[src/rtl/instr_fetch.sv]
`default_nettype none
// ============================================================================
// Module      : instr_fetch
// Description : Instruction fetch stage. Owns the program counter, fetches
//               16-bit instructions over a req/ack handshake into an
//               instruction register, presents decoded fields downstream and
//               applies the BNE target on a taken-branch consume.
//               ADDR_W is expected to be in the range 1..32.
// Revision    : 1.0 - initial release
// ============================================================================
module instr_fetch #(
  parameter int          ADDR_W   = 8,
  parameter int unsigned RESET_PC = 0
) (
  input  logic              clk,
  input  logic              rst,
  output logic              imem_req,
  output logic [ADDR_W-1:0] imem_addr,
  input  logic              imem_ack,
  input  logic [15:0]       imem_rdata,
  output logic              instr_valid,
  input  logic              instr_ready,
  input  logic              branch_taken,
  output logic [3:0]        op_code,
  output logic [2:0]        rs,
  output logic [2:0]        rt,
  output logic [2:0]        rd,
  output logic [15:0]       imm,
  output logic [ADDR_W-1:0] pc,
  output logic              halted,
  output logic              illegal_op
);

  localparam logic [3:0] c_OP_BNE = 4'hE;

  typedef enum logic [1:0] {
    ST_FETCH = 2'd0,
    ST_ISSUE = 2'd1,
    ST_HALT  = 2'd2
  } state_e;

  state_e            state_q;
  logic [ADDR_W-1:0] pc_q;
  logic [ADDR_W-1:0] pc_d;
  logic [15:0]       ir_q;
  logic              req_q;
  logic              valid_q;
  logic              halted_q;
  logic              illegal_q;

  logic [ADDR_W-1:0] w_pc_seq;
  logic [ADDR_W-1:0] w_br_off;
  logic              w_take_branch;
  logic              w_rdata_legal;

  // Opcode legality of the word arriving from memory
  always_comb begin
    w_rdata_legal = 1'b0;
    case (imem_rdata[15:12])
      4'h0, 4'h1, 4'h2, 4'h6,
      4'h7, 4'h8, 4'hA, 4'hE: w_rdata_legal = 1'b1;
      default:                w_rdata_legal = 1'b0;
    endcase
  end

  // Next PC: sequential, or sequential plus the sign-extended 6-bit offset
  // when a BNE is consumed with its condition true. Arithmetic wraps.
  always_comb begin
    w_pc_seq      = pc_q + ADDR_W'(1);
    w_br_off      = ADDR_W'($signed(ir_q[5:0]));
    w_take_branch = (ir_q[15:12] == c_OP_BNE) && branch_taken;
    pc_d          = w_take_branch ? (w_pc_seq + w_br_off) : w_pc_seq;
  end

  // Fetch/issue/halt sequencer; all handshake and status outputs registered
  always_ff @(posedge clk or posedge rst) begin
    if (rst) begin
      state_q   <= ST_FETCH;
      pc_q      <= ADDR_W'(RESET_PC);
      ir_q      <= 16'h0000;
      req_q     <= 1'b0;
      valid_q   <= 1'b0;
      halted_q  <= 1'b0;
      illegal_q <= 1'b0;
    end else begin
      case (state_q)
        ST_FETCH: begin
          // An ack only counts while the request is actually on the bus,
          // so a stray ack in the cycle right after reset is ignored.
          if (req_q && imem_ack) begin
            ir_q  <= imem_rdata;
            req_q <= 1'b0;
            if (w_rdata_legal) begin
              state_q <= ST_ISSUE;
              valid_q <= 1'b1;
            end else begin
              state_q   <= ST_HALT;
              halted_q  <= 1'b1;
              illegal_q <= 1'b1;
            end
          end else begin
            req_q <= 1'b1;
          end
        end
        ST_ISSUE: begin
          if (instr_ready) begin
            pc_q    <= pc_d;
            state_q <= ST_FETCH;
            valid_q <= 1'b0;
            req_q   <= 1'b1;
          end
        end
        ST_HALT: begin
          req_q    <= 1'b0;
          valid_q  <= 1'b0;
          halted_q <= 1'b1;
        end
        default: begin
          state_q <= ST_FETCH;
          req_q   <= 1'b0;
          valid_q <= 1'b0;
        end
      endcase
    end
  end

  assign imem_req    = req_q;
  assign imem_addr   = pc_q;
  assign pc          = pc_q;
  assign instr_valid = valid_q;
  assign halted      = halted_q;
  assign illegal_op  = illegal_q;
  assign op_code     = ir_q[15:12];
  assign rs          = ir_q[11:9];
  assign rt          = ir_q[8:6];
  assign rd          = ir_q[5:3];
  assign imm         = {{10{ir_q[5]}}, ir_q[5:0]};

endmodule
`default_nettype wire

[config.mk]
export PLATFORM = sky130hd
export DESIGN_NAME = instr_fetch
export DESIGN_NICKNAME = d
export VERILOG_FILES = /design/src/rtl/instr_fetch.sv
export SDC_FILE = /design/constraint.sdc
export NUM_CORES = 1
export LEC_CHECK = 0
export ABC_AREA = 1
export ABC_CLOCK_PERIOD_IN_PS = 5350
export CAP_MARGIN = 20
export CORE_MARGIN = 5
export CORE_UTILIZATION = 48
export DETAILED_ROUTE_END_ITERATION = 12
export GPL_TIMING_DRIVEN = 0
export PLACE_DENSITY = 0.9
export SYNTH_ARGS = -nofsm -noshare
export SYNTH_HDL_FRONTEND = slang
export SYNTH_SLANG_ARGS = --single-unit
[constraint.sdc]
create_clock -name clk -period 5.35 [get_ports clk]
set_input_delay 1.07 -clock clk [delete_from_list [all_inputs] [get_ports clk]]
set_output_delay 1.07 -clock clk [all_outputs]
set_load 0.01 [all_outputs]
==> run_results.csv <==
group,metric,value,unit
synth,ys_seq_elements,30,
hold_path,min-delay-path-class,"register to register",
synth,ys_types,32,
timing,fmax,370,MHz
die,io_pins,70,
critical_path,crit_chain,"buf_4 -> clkdlybuf4s50_1",
timing,setup_ws,2.64,ns
critical_path,critPathTopFamily,"buffers and inverters",
critical_path,cp-startpoint,"ir_q[5]",
die,coreArea,3940,sq um
synth,yosysTopAreaCell,"dfrtp_1",
synth,synth_top_area_frac,0.389,
route,drc,0,
clocking,cts_buffers,5,
clocking,insertion_delay,0.29,ns
critical_path,r2r-start,"imem_addr[0]",
cells_and_area,drive_gt1_frac,0.155,
placement,hpwlAfterDp,3460,um
cells_and_area,num_antenna_cells,0,
route,first_pass_iters,4,
timing,skew,0.00558,ns
route,routedWlPerCell,11.6,um
route,wl_met3,323,um
global_route,antenna_found_initial,0,
global_route,grt.total_usage,0.182,
synth,seq_area_frac_synth,0.389,
synth,async_flop_share,1.00,
clocking,cts_root_buffer,"clkbuf_8",
critical_path,cp.depth,2,
route,drtIter0Drc,89,
timing,relSlewSlack,0.604,
run,drv_cap,0,
cells_and_area,n_fill_cell,306,
timing,worstMarginPinSlew,0.594,ns
global_route,grt_pass1_wl,7620,um
route,vias,1801,
route,wl_met2,2290,um
route,viasPerCell,4.76,
clocking,cts_max_level,2,
placement,io_buffers,69,
critical_path,worstPathMaxFanout,17,
critical_path,critPathArrivalTime,1.64,ns
critical_path,required,4.28,ns
timing,slew_viol_final,0,
critical_path,cp-end-kind,"output pin",
clocking,cts.clk_slew.worst_paths,0.06,ns
critical_path,start_kind,"register",
hold_path,worstHoldStart,"illegal_op",
clocking,post_cts_buffers,0,
route,wirelength,4400,um
synth,yosysMostFrequentCell,"nand2_1",
die,start_util,0.490,
synth,syn_nets,281,
power_and_ir_drop,p_leak,1.44,nW
clocking,numClockSinks,30,
critical_path,worstRegToRegCells,14,
critical_path,critPathCapture,"imm[13]",
critical_path,reg2reg_to,"imem_addr[7]",
cells_and_area,nNetsFinal,358,
clocking,cts_tree,"done",
synth,netlist_instances,250,
timing,period_minus_slack,2.71,ns
die,die_w,73.4,um
clocking,ctsHoldBuffers,0,
critical_path,ff2ff_setup_slack,3.01,ns
cells_and_area,area_delta_synth_final,45.2,%
power_and_ir_drop,irDropWorstVdd,0.000292,V
critical_path,crit_slowest_cell,"dfrtp_1",
synth,netlist_top_cells_count,"nand2_1 (89), dfrtp_1 (30), inv_1 (23)",
timing,rsz0062_at_grt,"no",
clocking,clockBufferDepth,2,
power_and_ir_drop,power_density,521,nW/um^2
synth,synth_edf_count,0,
clocking,ctsResizeCount,0,
die,dieArea,5390,sq um
die,placementRows,23,
placement,pre_cts_ws,2.88,ns
synth,syn_area,1930,sq um
run_status,status,"finished, final reports clean",
synth,synth_warnings,0,
global_route,grt_pass1_vias,1743,
placement,place.gp.congestion,0.802,
route,met1_length,1720,um
route,drtAntennaViolNets,0,
critical_path,crit_buf_inv,2,
die,die_h,73.4,um
timing,tns,0,ns
route,highest_layer,"met4",
synth,synthTopCellsByArea,"dfrtp_1 (39%), nand2_1 (17%), buf_4 (8.6%)",
global_route,grt_max_degree,19,
critical_path,critical_path_class,"register to output pin",
timing,final.period_utilization,0.506,
critical_path,slowest_delay,0.63,ns
synth,syn_area_per_cell,7.72,sq um
synth,synth_flop_cell,"dfrtp_1",
global_route,overflow,0,
timing,setup-violations-final,0,
timing,hold_viol,0,
==> routing by layer <==
metal / track usage / vias to the layer above
met2: 0.310 / 58
li1: - / 910
met3: 0.0492 / 5
met4: 0.0584 / 0
met5: 0 / -
met1: 0.223 / 828
==> sequential cells by signal, summed over array words and instances (netlist names) <==
signal	cells
ir_q	16
halted	1
imem_addr	8
state_q	2
instr_valid	1
imem_req	1
illegal_op	1
==> how the worst min path moves through the flow <==
stage,slack [ns],end,depth (start not counted)
3_3_place_gp,0.45,illegal_op,2
2_1_floorplan,0.46,state_q[1],1
6_report,0.46,illegal_op,2
3_5_place_dp,0.45,illegal_op,2
5_1_grt,0.50,ir_q[10],2
4_1_cts,0.47,illegal_op,2
==> layout by cell type (no fill, tap or decap), types with 6 or more instances in the layout <==
cell type / synthesis / routed
dfrtp_1: 30 / 30
a21oi_1: 7 / 7
clkdlybuf4s50_1: 0 / 69
o21ai_0: 6 / 6
nand3_1: 11 / 11
buf_4: 22 / 22
o21ai_1: 7 / 7
nor2_1: 10 / 10
ha_1: 9 / 9
inv_1: 23 / 23
nand2_1: 89 / 89
clkbuf_8: 0 / 6
inv_2: 8 / 8
==> where the power goes <==
group / leakage, nW / switching, mW / internal (mW)
Sequential: 0.373 / 0.0981 / 0.315
Clock: 0.0482 / 0.0886 / 0.104
Combinational: 1.02 / 0.379 / 0.476
==> worst min-delay path: stages (launching register included) <==
cell     delay [ns]
dfrtp_1        0.34
inv_1          0.04
nand2_1        0.05
==> through the flow <==
stage,power [mW],hold WS (ns),util,cells,instance area [sq um]
CTS,1.48,0.467,0.711,378,2800
global route,1.59,0.497,0.711,378,2800
global placement,1.25,0.452,0.681,369,2680
floorplan,0.881,0.457,-,250,1930
detailed placement,1.28,0.449,0.688,370,2710
finish,1.46,0.463,0.711,378,2800
==> cell families after synthesis <==
family                     after synthesis  share of synthesized area
and+or+nand+nor                        125                      0.290
adders and majority gates               10                     0.0687
buffers and inverters                   56                      0.159
AOI/OAI and AO/OA                       25                     0.0713
DFF                                     30                      0.389
xor gates and xnor gates                 4                     0.0220
==> layout make-up <==
type	count	area [sq um]	share of cell area
timing repair buffer	70	718	0.256
sequential	30	751	0.268
buffer	25	191	0.0683
inverter	31	116	0.0415
multi-input combinational	164	872	0.311
clock buffer	7	86.3	0.0308
clock inverter	1	5.00	0.00179
tap	50	62.6	0.0223
(Power assumes the default switching activity.)
